**src/rtl/y86_pkg.sv**
```systemverilog
// Shared Y86-64 encodings: instruction codes, status codes, sequencer states
// and the instruction-class bundle produced by the decoder.
package y86_pkg;

  localparam logic [3:0] I_HALT   = 4'h0;
  localparam logic [3:0] I_NOP    = 4'h1;
  localparam logic [3:0] I_RRMOVQ = 4'h2;
  localparam logic [3:0] I_IRMOVQ = 4'h3;
  localparam logic [3:0] I_RMMOVQ = 4'h4;
  localparam logic [3:0] I_MRMOVQ = 4'h5;
  localparam logic [3:0] I_OPQ    = 4'h6;
  localparam logic [3:0] I_JXX    = 4'h7;
  localparam logic [3:0] I_CALL   = 4'h8;
  localparam logic [3:0] I_RET    = 4'h9;
  localparam logic [3:0] I_PUSHQ  = 4'hA;
  localparam logic [3:0] I_POPQ   = 4'hB;

  typedef enum logic [2:0] {
    STAT_AOK = 3'd1,
    STAT_HLT = 3'd2,
    STAT_ADR = 3'd3,
    STAT_INS = 3'd4
  } stat_e;

  typedef logic [2:0] state_t;

  localparam state_t ST_IDLE      = 3'd0;
  localparam state_t ST_FETCH     = 3'd1;
  localparam state_t ST_DECODE    = 3'd2;
  localparam state_t ST_EXECUTE   = 3'd3;
  localparam state_t ST_MEMORY    = 3'd4;
  localparam state_t ST_WRITEBACK = 3'd5;
  localparam state_t ST_PCUPD     = 3'd6;
  localparam state_t ST_HALT      = 3'd7;

  typedef struct packed {
    logic valid;
    logic needs_mem;
    logic mem_write;
    logic wb_e;
    logic wb_m;
  } instr_class_t;

endpackage

```
**src/rtl/seq_instr_class.sv**
```systemverilog
// Combinational instruction classifier: maps icode/ifun (and the condition
// flag for conditional moves) to the sequencing attributes the FSM needs.
module seq_instr_class
  import y86_pkg::*;
(
  input  logic [3:0]   icode,
  input  logic [3:0]   ifun,
  input  logic         cnd,
  output instr_class_t cls
);

  always_comb begin
    cls       = '0;
    cls.valid = (icode <= I_POPQ);
    case (icode)
      // ifun 0 is an unconditional rrmovq; any other ifun is a cmovXX
      I_RRMOVQ: cls.wb_e = (ifun == 4'h0) || cnd;
      I_IRMOVQ,
      I_OPQ: cls.wb_e = 1'b1;
      I_RMMOVQ: begin
        cls.needs_mem = 1'b1;
        cls.mem_write = 1'b1;
      end
      I_MRMOVQ: begin
        cls.needs_mem = 1'b1;
        cls.wb_m      = 1'b1;
      end
      I_CALL,
      I_PUSHQ: begin
        cls.needs_mem = 1'b1;
        cls.mem_write = 1'b1;
        cls.wb_e      = 1'b1;
      end
      I_RET: begin
        cls.needs_mem = 1'b1;
        cls.wb_e      = 1'b1;
      end
      I_POPQ: begin
        cls.needs_mem = 1'b1;
        cls.wb_e      = 1'b1;
        cls.wb_m      = 1'b1;
      end
      default: ;
    endcase
  end

endmodule

```
**src/rtl/seq_stage_controller.sv**
```systemverilog
// Stage sequencer for the Y86-64 SEQ datapath: one stage per clock, memory
// handshake with timeout, write-back/PC gating and architectural status.
//
// state     | meaning
// ----------+-------------------------------------------------------------
// IDLE      | after reset, waiting for start
// FETCH     | instruction fetch; icode/ifun and fetch errors sampled
// DECODE    | register read
// EXECUTE   | ALU/CC; cnd sampled, memory stage skipped when not needed
// MEMORY    | data memory request held until ack or timeout
// WRITEBACK | register-file write of valE and/or valM
// PCUPD     | PC latch, retired-instruction count
// HALT      | stopped on halt or error; stat holds the cause
module seq_stage_controller
  import y86_pkg::*;
#(
  parameter int MEM_TIMEOUT = 16,
  parameter int CNT_W       = 32
) (
  input  logic             clk,
  input  logic             rst,
  input  logic             start,
  input  logic [3:0]       icode,
  input  logic [3:0]       ifun,
  input  logic             imem_error,
  input  logic             func_error,
  input  logic             cnd,
  input  logic             dmem_ack,
  input  logic             dmem_error,
  output logic             fetch_en,
  output logic             decode_en,
  output logic             execute_en,
  output logic             mem_req,
  output logic             mem_write,
  output logic             wb_en_e,
  output logic             wb_en_m,
  output logic             pc_en,
  output logic [2:0]       stat,
  output logic             running,
  output logic [CNT_W-1:0] instr_count
);

  localparam int TMR_W = (MEM_TIMEOUT > 1) ? $clog2(MEM_TIMEOUT) : 1;
  localparam logic [TMR_W-1:0] TMR_LOAD = TMR_W'(MEM_TIMEOUT - 1);

  state_t           state;
  state_t           next_state;
  logic [2:0]       next_stat;
  logic [3:0]       icode_q;
  logic [3:0]       ifun_q;
  logic             cnd_q;
  logic [TMR_W-1:0] tmr;
  logic             tmr_tc;

  logic [3:0]       cls_icode;
  logic [3:0]       cls_ifun;
  logic             cls_cnd;
  instr_class_t     cls;

  // Classify the live fetch bus during FETCH and the live cnd during EXECUTE,
  // so the registered outputs for the following state are already correct.
  assign cls_icode = (state == ST_FETCH)   ? icode : icode_q;
  assign cls_ifun  = (state == ST_FETCH)   ? ifun  : ifun_q;
  assign cls_cnd   = (state == ST_EXECUTE) ? cnd   : cnd_q;

  seq_instr_class u_instr_class (
    .icode (cls_icode),
    .ifun  (cls_ifun),
    .cnd   (cls_cnd),
    .cls   (cls)
  );

  assign tmr_tc = (tmr == '0);

  always_comb begin
    next_state = state;
    next_stat  = stat;
    case (state)
      ST_IDLE,
      ST_HALT: begin
        if (start) begin
          next_state = ST_FETCH;
          next_stat  = STAT_AOK;
        end
      end
      ST_FETCH: begin
        if (imem_error) begin
          next_state = ST_HALT;
          next_stat  = STAT_ADR;
        end else if (!cls.valid || func_error) begin
          next_state = ST_HALT;
          next_stat  = STAT_INS;
        end else if (icode == I_HALT) begin
          next_state = ST_HALT;
          next_stat  = STAT_HLT;
        end else begin
          next_state = ST_DECODE;
        end
      end
      ST_DECODE:  next_state = ST_EXECUTE;
      ST_EXECUTE: next_state = cls.needs_mem ? ST_MEMORY : ST_WRITEBACK;
      ST_MEMORY: begin
        if (dmem_ack) begin
          if (dmem_error) begin
            next_state = ST_HALT;
            next_stat  = STAT_ADR;
          end else begin
            next_state = ST_WRITEBACK;
          end
        end else if (tmr_tc) begin
          next_state = ST_HALT;
          next_stat  = STAT_ADR;
        end
      end
      ST_WRITEBACK: next_state = ST_PCUPD;
      ST_PCUPD:     next_state = ST_FETCH;
      default:      next_state = ST_IDLE;
    endcase
  end

  always_ff @(posedge clk or posedge rst) begin
    if (rst) begin
      state       <= ST_IDLE;
      stat        <= STAT_AOK;
      icode_q     <= '0;
      ifun_q      <= '0;
      cnd_q       <= 1'b0;
      tmr         <= '0;
      instr_count <= '0;
    end else begin
      state <= next_state;
      stat  <= next_stat;
      if (state == ST_FETCH) begin
        icode_q <= icode;
        ifun_q  <= ifun;
      end
      if (state == ST_EXECUTE) cnd_q <= cnd;
      // Down-counter: loaded on MEMORY entry, terminal count ends the wait
      if (next_state == ST_MEMORY && state != ST_MEMORY) tmr <= TMR_LOAD;
      else if (state == ST_MEMORY && !tmr_tc)            tmr <= tmr - TMR_W'(1);
      if (state == ST_PCUPD) instr_count <= instr_count + CNT_W'(1);
    end
  end

  always_ff @(posedge clk or posedge rst) begin
    if (rst) begin
      fetch_en   <= 1'b0;
      decode_en  <= 1'b0;
      execute_en <= 1'b0;
      mem_req    <= 1'b0;
      mem_write  <= 1'b0;
      wb_en_e    <= 1'b0;
      wb_en_m    <= 1'b0;
      pc_en      <= 1'b0;
      running    <= 1'b0;
    end else begin
      fetch_en   <= (next_state == ST_FETCH);
      decode_en  <= (next_state == ST_DECODE);
      execute_en <= (next_state == ST_EXECUTE);
      mem_req    <= (next_state == ST_MEMORY);
      mem_write  <= (next_state == ST_MEMORY) && cls.mem_write;
      wb_en_e    <= (next_state == ST_WRITEBACK) && cls.wb_e;
      wb_en_m    <= (next_state == ST_WRITEBACK) && cls.wb_m;
      pc_en      <= (next_state == ST_PCUPD);
      running    <= (next_state != ST_IDLE) && (next_state != ST_HALT);
    end
  end

endmodule
```
**config.mk**
```make
export PLATFORM = sky130hd
export DESIGN_NAME = seq_stage_controller
export DESIGN_NICKNAME = d
export VERILOG_FILES = /design/src/rtl/y86_pkg.sv /design/src/rtl/seq_instr_class.sv /design/src/rtl/seq_stage_controller.sv
export SDC_FILE = /design/constraint.sdc
export NUM_CORES = 1
export LEC_CHECK = 0
export BUFFER_PORTS_ARGS = -buffer_cell sky130_fd_sc_hd__buf_2
export CAP_MARGIN = 10
export CORE_MARGIN = 3
export CORE_UTILIZATION = 55
export CTS_CLUSTER_SIZE = 24
export DETAILED_ROUTE_END_ITERATION = 7
export PLACE_DENSITY = 0.87
export SETUP_SLACK_MARGIN = 0.05
export SLEW_MARGIN = 40
export SYNTH_ARGS = -nofsm -noshare
export SYNTH_HDL_FRONTEND = slang
export SYNTH_SLANG_ARGS = --single-unit
export TNS_END_PERCENT = 100
```
**constraint.sdc**
```tcl
create_clock -name clk -period 3 [get_ports clk]
set_clock_uncertainty 0.1 [all_clocks]
set_input_delay 0.6 -clock clk [delete_from_list [all_inputs] [get_ports clk]]
set_output_delay 0.6 -clock clk [all_outputs]
set_load 0.1 [all_outputs]
```
==> out/qor.yml, run 1 <==
outcome:
  outcome: "finished, final reports clean"
global_route:
  grtUsageMet1_pct: 26.88
  busiest_layer: "met2"
  gr-usage-met3_pct: 4.472
  antenna_found_initial: 0
  grt_max_degree: 33
  grt_pass1_vias: 2243
  grt-ovfl-total: 0
  gr-usage-all-layers_pct: 21.60
  grt_first_pass_wirelength_microns: 10360
  use_met2_pct: 35.70
logic_synthesis:
  syn_area_per_cell_sq_um: 10.77
  synthesis.nets: 286
  netlist_area_sq_um: 2887
  async_flop_share_pct: 100.0
  synthFlopType: "dfrtp_1"
  synth_top_area_cell: "dfrtp_1"
  synth_mux_area_share_pct: 2.297
  ys_ff_latch: 60
  syn_inst: 268
  synthTopCellsByArea: "dfrtp_1 (51%), xnor2_1 (7.0%), nand2_1 (5.2%)"
  synth.distinct_cells: 52
  ys_top_cells_by_count: "dfrtp_1 (59), nand2_1 (40), xnor2_1 (23)"
  synth_top_family_by_area: "simple AND/OR/NAND/NOR gates"
  yosysWarnings: 0
  yosysMostFrequentCell: "dfrtp_1"
  synth-xor-area-share_pct: 9.710
  synth_compound_area_share_pct: 7.195
  yosysTopAreaCellShare_pct: 51.15
  yosys.area_share.simple_pct: 26.05
  synth_fa_ha_area_share_pct: 0.8669
  synth_edf_count: 0
  seq_area_frac_synth_pct: 52.06
layout:
  n_antenna_cell: 0
  syn_to_final_growth_pct: 20.81
  postLayoutCellArea_sq_um: 3487
  nNetsFinal: 353
  final_layout_size_suffix_gt1_share_pct: 27.94
  final_cells: 407
timing:
  rsz0062_at_grt: "false"
  finalCritPeriodShare_pct: 75.85
  hold_viol: 0
  drv_slew: 0
  fin_ws_ps: 724.5
  relSlewSlack_pct: 57.88
  setup_viol: 0
  tightest_slew_ps: 630.9
  setup_tns_ps: 0
  fin_crit_ps: 2275
  fmaxAchievable_mhz: 439.5
die:
  die_w_microns: 78.45
  io_pins: 60
  die_h_microns: 78.45
  rows: 25
  core_area_sq_um: 4911
  dieArea_sq_um: 6154
  start_util_pct: 58.78
placement:
  placed_cells: 391
  portBuffers: 59
  dp_worst_setup_slack_ps: 755.2
  gp_congestion: 0.9210
  place_area_sq_um: 3271
  hpwlAfterDp_microns: 4417
worst_setup_path:
  critPathSlowestCell: "dfrtp_1"
  critPathKind: "flip-flop to flip-flop"
  crit_cells: 4
  r2r-start: "state[0]"
  crit_fanout: 16
  startpoint: "state[0]"
  arrival_ps: 2390
  slowest_delay_ps: 610
  rrSetupSlack_ps: 720
  cp.required_ps: 3120
  path_cells: "or3b_1 > or4_1 > a211oi_2 > a2111oi_2"
  reg2reg_to: "wb_en_e"
  critPathBufInv: 0
  crit_path_end: "wb_en_e"
  start_kind: "flip-flop"
  critPathTopFamily: "simple AND/OR/NAND/NOR gates"
  endpoint_kind: "flip-flop"
  ff2ff_path_depth: 4
clocking:
  cts_tree: "done"
  clockBufferDepth: 2
  cts_made_buffers: 9
  clk_pin_slew_ps: 70
  htreeDepth: 3
  clock_sinks: 60
  cts_resized: 0
  cts_setup_buffers: 0
  cts_hold_buf: 0
  insertion_delay_ps: 340
  cts_root_buf: "clkbuf_8"
power:
  ir_drop_mv: 0.6669
  total_power_uw: 3457
  power_leakage_uw: 0.001743
  p_per_area_nw_per_um2: 991.3
flow_run:
  maxCapViolCount: 0
detailed_routing:
  wl_microns: 5983
  routed_via_density: 5.555
  drt_iter0_drc: 120
  postRouteAntennaNets: 0
  drt_pre_antenna_iters: 4
  via_count: 2261
  drc: 0
  wl_per_cell_microns: 14.70
hold_path:
  hold_class: "primary input to async pin"
[through the flow]
stage	hold slack, ps	utilization [%]
finish	233.2	71.01
global route	274.3	71.01
CTS	248.6	71.01
detailed placement	362.3	66.60
global placement	354.6	66.60
floorplan	346.0	-
[state kept, by name (all words and copies together) (netlist names), 3 cells and up]
name	cells
state	3
ifun_q	4
icode_q	4
stat	3
instr_count	32
tmr	4
[cell families after synthesis]
logic type                 count (synthesis)
muxes                                      6
adders and majority gates                  2
AOI/OAI and AO/OA                         28
xor gates and xnor gates                  32
and+or+nand+nor                          127
buffers and inverters                     13
DFF                                       60
[layer usage]
layer	routed length [microns]	share of wire, %	up-vias
met5	0	0	-
met3	285	4.8	12
li1	-	-	1088
met2	2968	50	62
met1	2599	43	1099
met4	129	2.2	0
[final cells by class]
type / count / area (sq um)
multi-input combinational: 195 / 1331
timing repair buffer: 61 / 322.8
clock inverter: 5 / 75.07
fill: 368 / 1424
clock buffer: 11 / 141.4
inverter: 8 / 30.03
sequential: 60 / 1503
tap: 67 / 83.83
[report_power, final]
group          internal, uW  switching, uW
sequential             1010            212
clock                   486            316
combinational           388           1050
[worst min-delay path by stage]
| stage | slack, ps | end | depth (start not counted) | startpoint |
|---|---|---|---|---|
| after floorplan | 350 | ifun_q[2] | 2 | ifun_q[2] |
| after global placement | 350 | instr_count[31] | 1 | instr_count[31] |
| after detailed placement | 360 | instr_count[31] | 1 | instr_count[31] |
| after CTS | 250 | instr_count[25] | 2 | rst |
| after global routing | 270 | instr_count[25] | 2 | rst |
| final | 230 | instr_count[25] | 2 | rst |
[cell usage in the layout, fill, tap and decap left out, types with 5 or more instances in the layout]
cell type / Yosys / layout
clkbuf_8: 0 / 10
inv_1: 6 / 5
nand2_1: 40 / 40
a21oi_1: 6 / 6
buf_2: 3 / 59
xor2_1: 9 / 9
nor3_1: 5 / 5
nand3_1: 16 / 16
dfrtp_1: 59 / 59
nor4_1: 6 / 6
and3_1: 5 / 5
nand4_1: 9 / 9
nor2_1: 12 / 12
o21ai_0: 5 / 5
xnor2_1: 23 / 23
nand2b_1: 5 / 5
No activity file was read; power rests on OpenSTA's default activity.
==> run 2, diff against run 1 <==
- CORE_UTILIZATION: 55 -> 49
- PLACE_DENSITY: 0.87 -> 0.83
- clock period: 3 -> 1.9 ns (I/O delays scaled with it)
==> run 2 against run 1 <==
  * The flow now finishes with violations (negative setup slack)
  * Register-to-register slack got worse by 770 ps
  * Power rose by 75%
  * Critical path depth rose by 2
  * Highest routed layer unchanged
==> out/qor.yml, run 2 (same netlist as run 1, synthesis figures left out) <==
layout:
  largest_reg_flops: 32
  final_layout_size_suffix_gt1_share_pct: 44.66
  postLayoutCellArea_sq_um: 3899
  top_register: "instr_count"
  final_cell_mix: "buf_2 (59), nand2_1 (40), dfrtp_1 (31)"
  register_area_sq_um: 1585
  final_common_cell: "buf_2"
  multi_input_comb_area_sq_um: 1444
  n_antenna_cell: 0
  syn_to_final_growth_pct: 35.07
  nNetsFinal: 378
  num-fill-cells: 422
timing:
  fin_ws_ps: -49.14
  rsz0062_at_grt: "true"
  relSlewSlack_pct: 67.73
  finalCritPeriodShare_pct: 102.6
  fmaxAchievable_mhz: 513.0
  hold_ws_ps: 5.554
  drv_slew: 0
  hold_viol: 0
  tightest_slew_ps: 480.4
  setup_tns_ps: -52.61
  fin_crit_ps: 1949
  setup_viol: 3
clocking:
  clock_sinks: 60
  cts_made_buffers: 9
  clockBufferDepth: 2
  clk_pin_slew_ps: 70
  cts_tree: "done"
  htreeDepth: 3
  cts_root_buf: "clkbuf_8"
  insertion_delay_ps: 340
die:
  io_pins: 60
  start_util_pct: 51.47
  die_w_microns: 82.75
  die_h_microns: 82.75
  dieArea_sq_um: 6848
  core_area_sq_um: 5608
  rows: 27
worst_setup_path:
  startpoint: "state[0]"
  crit_fanout: 12
  crit_path_frequent_cell: "buf_4"
  start_kind: "flip-flop"
  r2r-start: "state[0]"
  cp.required_ps: 2030
  slowest_delay_ps: 430
  path_cells: "or3b_4 > buf_4 > a31o_1 > o221a_2 > buf_4 > a2111oi_4"
  arrival_ps: 2080
  endpoint_kind: "flip-flop"
  critPathSlowestCell: "dfrtp_1"
  critPathKind: "flip-flop to flip-flop"
placement:
  gp_congestion: 0.8551
  portBuffers: 59
  hpwlAfterDp_microns: 4567
  place_area_sq_um: 3532
global_route:
  grt_max_degree: 61
  use_met2_pct: 34.38
  grt_pass1_vias: 2354
  grt_first_pass_wirelength_microns: 10930
  grt-ovfl-total: 0
  gr-usage-all-layers_pct: 21.17
  antenna_found_initial: 0
  grtUsageMet1_pct: 26.62
  busiest_layer: "met2"
  gr-usage-met3_pct: 6.399
detailed_routing:
  via_count: 2393
  routed_via_density: 5.476
  postRouteAntennaNets: 0
  drt_pre_antenna_iters: 5
  wl_microns: 6488
  drt_iter0_drc: 104
  drc: 0
  wl_per_cell_microns: 14.85
power:
  p_per_area_nw_per_um2: 1548
  total_power_uw: 6037
  power_leakage_uw: 0.001858
  ir_drop_mv: 1.125
hold_path:
  hold_class: "primary input to async pin"
outcome:
  failed_checks: "negative setup slack"
  outcome: "finished with violations"
flow_run:
  maxCapViolCount: 0
-- run 2: layer usage --
layer	vias to the layer above	wire length, microns
li1	1138	-
met5	-	0
met3	17	434
met1	1151	2783
met2	87	3120
met4	0	149
-- run 2: area by class of cell --
class / count / share of cell area [%]
clock buffers: 12 / 4.236
clock inverters: 4 / 1.797
inverters: 8 / 0.8665
multi-input cells: 195 / 37.03
flip-flops and latches: 60 / 40.66
well taps: 72 / 2.311
repair buffers: 86 / 13.09
-- run 2: through the flow --
| stage | util [%] | cells | worst slack, ps |
|---|---|---|---|
| floorplan | - | 268 | 38.19 |
| global placement | 62.99 | 417 | 7.902 |
| detailed placement | 62.99 | 417 | -133.5 |
| CTS | 68.14 | 435 | -30.97 |
| global route | 69.52 | 437 | -88.81 |
| finish | 69.52 | 437 | -49.14 |
-- run 2: report_power, final --
part | internal [uW] | switching (uW)
Combinational | 904 | 1900
Clock | 841 | 497
Sequential | 1630 | 264
Total | 3370 | 2660
-- run 2: critical path: cells and delay by family, from the launching register on --
family | cells | cell delay [ps]
AOI/OAI and AO/OA | 3 | 550
buffers and inverters | 2 | 340
DFF | 1 | 430
and+or+nand+nor | 1 | 400
-- run 2: final timing paths --
path / cells past startpoint / end / slack, ps
setup / recovery: 6 / wb_en_e / -50
hold / removal: 3 / instr_count[6] / 6
setup reg to reg: 6 / wb_en_e / -50
hold reg to reg: 1 / instr_count[31] / 370
max in group asynchronous: 3 / stat[0] / 1370
min in group clk: 3 / ifun_q[2] / 150
-- run 2: what timing repair did --
action                     in CTS  in global routing
buffers inserted                2                  2
resized for setup               6                 14
gates cloned                    0                  0
hold buffers                    0                  0
pin swaps                       2                  4
setup endpoints to repair       4                 22
==> run 3, diff against run 2 <==
- ABC_AREA: unset -> 1
- CORE_UTILIZATION: 49 -> 36
- PLACE_DENSITY: 0.83 -> 0.65
==> run 3 against run 2 <==
  * The flow now finishes without violations
  * Register-to-register slack better by 140 ps
  * Clock power is 13% lower
  * Hold slack worse by 0.51 ps
  * Die area is 40% higher
  * Sequential share of layout area is 2.2 points lower
  * Global-route usage down 5.7 points
  * Final area up 4.7%
  * Critical path depth rose by 6
  * Sequential cell count is the same
  * Maximum frequency grew 7.5%
  * Largest power group unchanged
==> out/qor.yml, run 3 <==
outcome:
  outcome: "finished, final reports clean"
logic_synthesis:
  ys_ff_latch: 60
  yosysMostFrequentCell: "nand2_1"
  synthesis.nets: 366
  syn_inst: 348
  yosysTopAreaCellShare_pct: 48.72
  synth_top_area_cell: "dfrtp_1"
  netlist_area_sq_um: 3030
  syn_area_per_cell_sq_um: 8.708
  synthFlopType: "dfrtp_1"
  synth_edf_count: 0
  async_flop_share_pct: 100.0
  synth.distinct_cells: 35
  synthTopCellsByArea: "dfrtp_1 (49%), nand2_1 (9.5%), xor2_1 (6.1%)"
  yosysWarnings: 0
  seq_area_frac_synth_pct: 49.59
  ys_top_cells_by_count: "nand2_1 (77), dfrtp_1 (59), inv_1 (45)"
worst_setup_path:
  ff2ff_path_depth: 12
  cp.required_ps: 2030
  endpoint_kind: "flip-flop"
  reg2reg_to: "running"
  arrival_ps: 1940
  startpoint: "state[2]"
  start_kind: "flip-flop"
  crit_path_end: "running"
  r2r-start: "state[2]"
  rrSetupSlack_ps: 90
  crit_fanout: 6
  critPathKind: "flip-flop to flip-flop"
die:
  die_h_microns: 97.75
  dieArea_sq_um: 9555
  die_w_microns: 97.75
  io_pins: 60
  rows: 32
  start_util_pct: 38.23
  core_area_sq_um: 7928
detailed_routing:
  drt_iter0_drc: 109
  via_count: 2618
  wl_microns: 7241
  routed_via_density: 4.743
  wl_per_cell_microns: 13.12
  drt_pre_antenna_iters: 4
  postRouteAntennaNets: 0
  drc: 0
clocking:
  htreeDepth: 3
  clock_sinks: 60
  cts_tree: "done"
  clk_pin_slew_ps: 70
  insertion_delay_ps: 340
  cts_root_buf: "clkbuf_8"
  cts_hold_buf: 0
  cts_made_buffers: 9
  clockBufferDepth: 2
power:
  power_leakage_uw: 0.002132
  internal_power_uw: 3215
  p_sw_share_pct: 48.17
  p_seq_share_pct: 29.7
  p_per_area_nw_per_um2: 1519
  ir_drop_mv: 1.397
  p_clk_share_pct: 18.8
  p_comb_share_pct: 51.5
  p_switching_uw: 2988
timing:
  relSlewSlack_pct: 66.68
  drv_slew: 0
  finalCritPeriodShare_pct: 95.41
  hold_viol: 0
  fin_crit_ps: 1813
  fmaxAchievable_mhz: 551.6
  rsz0062_at_grt: "true"
  setup_viol: 0
  tightest_slew_ps: 503.3
placement:
  hpwlAfterDp_microns: 5237
  place_area_sq_um: 3635
  portBuffers: 59
  gp_congestion: 0.8198
global_route:
  grt_pass1_vias: 2597
  grt_first_pass_wirelength_microns: 11920
  grt-ovfl-total: 0
  grt_max_degree: 61
  antenna_found_initial: 0
  gr-usage-all-layers_pct: 15.50
layout:
  largest_reg_flops: 32
  nNetsFinal: 463
  final_layout_size_suffix_gt1_share_pct: 42.67
  postLayoutCellArea_sq_um: 4084
  top_register: "instr_count"
  final_util_pct: 51.52
  final_cell_mix: "nand2_1 (68), buf_2 (59), inv_1 (44)"
  num-fill-cells: 732
  n_antenna_cell: 0
  final_common_cell: "nand2_1"
  syn_to_final_growth_pct: 34.76
flow_run:
  maxCapViolCount: 0
hold_path:
  hold_class: "primary input to async pin"
run 3: cells by family (layout without fill, tap and decap cells):
group           Yosys count  after routing  synth area share (%)
simple gates            184            184                 30.02
xor+xnor                 33             33                 9.538
fa+ha+maj                 2              2                0.8256
buf+inv                  52            154                 6.812
flops                    60             60                 49.59
compound gates           17             17                 3.221
run 3: cell type report:
class / count / area, sq um / share of cell area [%]
flip-flops and latches: 60 / 1573 / 38.51
multi-input cells: 236 / 1459 / 35.72
repair buffers: 88 / 525.5 / 12.87
inverters: 50 / 196.4 / 4.810
clock buffers: 12 / 155.1 / 3.799
well taps: 102 / 127.6 / 3.125
clock inverters: 4 / 47.55 / 1.164
run 3: what timing repair did:
item                                    4_1_cts  5_1_grt
pin swaps                                     1       12
endpoints found under the setup margin       10       24
gates resized for setup                       4       33
buffers inserted                              2       14
run 3: how the worst min path moves through the flow:
stage                                end  startpoint  cells past startpoint
final                     instr_count[3]         rst                      3
after floorplan                ifun_q[0]   ifun_q[0]                      2
after global routing      instr_count[4]         rst                      3
after CTS                 instr_count[3]         rst                      3
after global placement         ifun_q[3]   ifun_q[3]                      2
after detailed placement       ifun_q[2]   ifun_q[2]                      2
run 3: through the flow:
step	hold slack (ps)	power [uW]	setup slack (ps)	cells	TNS, ps
detailed placement	365.2	4593	-6.980	520	-6.980
finish	5.040	6202	87.12	552	0
global placement	359.7	4550	33.97	520	0
floorplan	345.3	3981	41.08	348	0
CTS	15.41	5826	69.13	538	0
global route	18.16	6627	-63.74	552	-293.0
run 3: per-layer routing:
metal  track usage (%)  part of all wire [%]  vias up
met5                 0                     0        -
met1             18.86                    44     1216
met4             5.112                   1.8        0
li1                  -                     -     1297
met3             5.643                   6.5       15
met2             25.62                    48       90
run 3: worst max-delay path, stage by stage, from the launching register on:
cell and delay [ps]:
dfrtp_2 470, nor2_4 170, nand2_4 100, nand2_2 80, nand2_2 90, nand2_2 100, nand3_1 70, nand2_1 100
nand3_2 120, nand2_4 120, nand2_2 80, nand2_2 70, nand2_1 40
run 3: power groups by stage:
stage	sequential (uW)	combinational, uW	clock [uW]
2_1_floorplan	2730	1250	0
3_3_place_gp	1830	2720	0
3_5_place_dp	1830	2760	0
4_1_cts	1820	2800	1200
5_1_grt	1880	3470	1280
6_report	1840	3190	1170
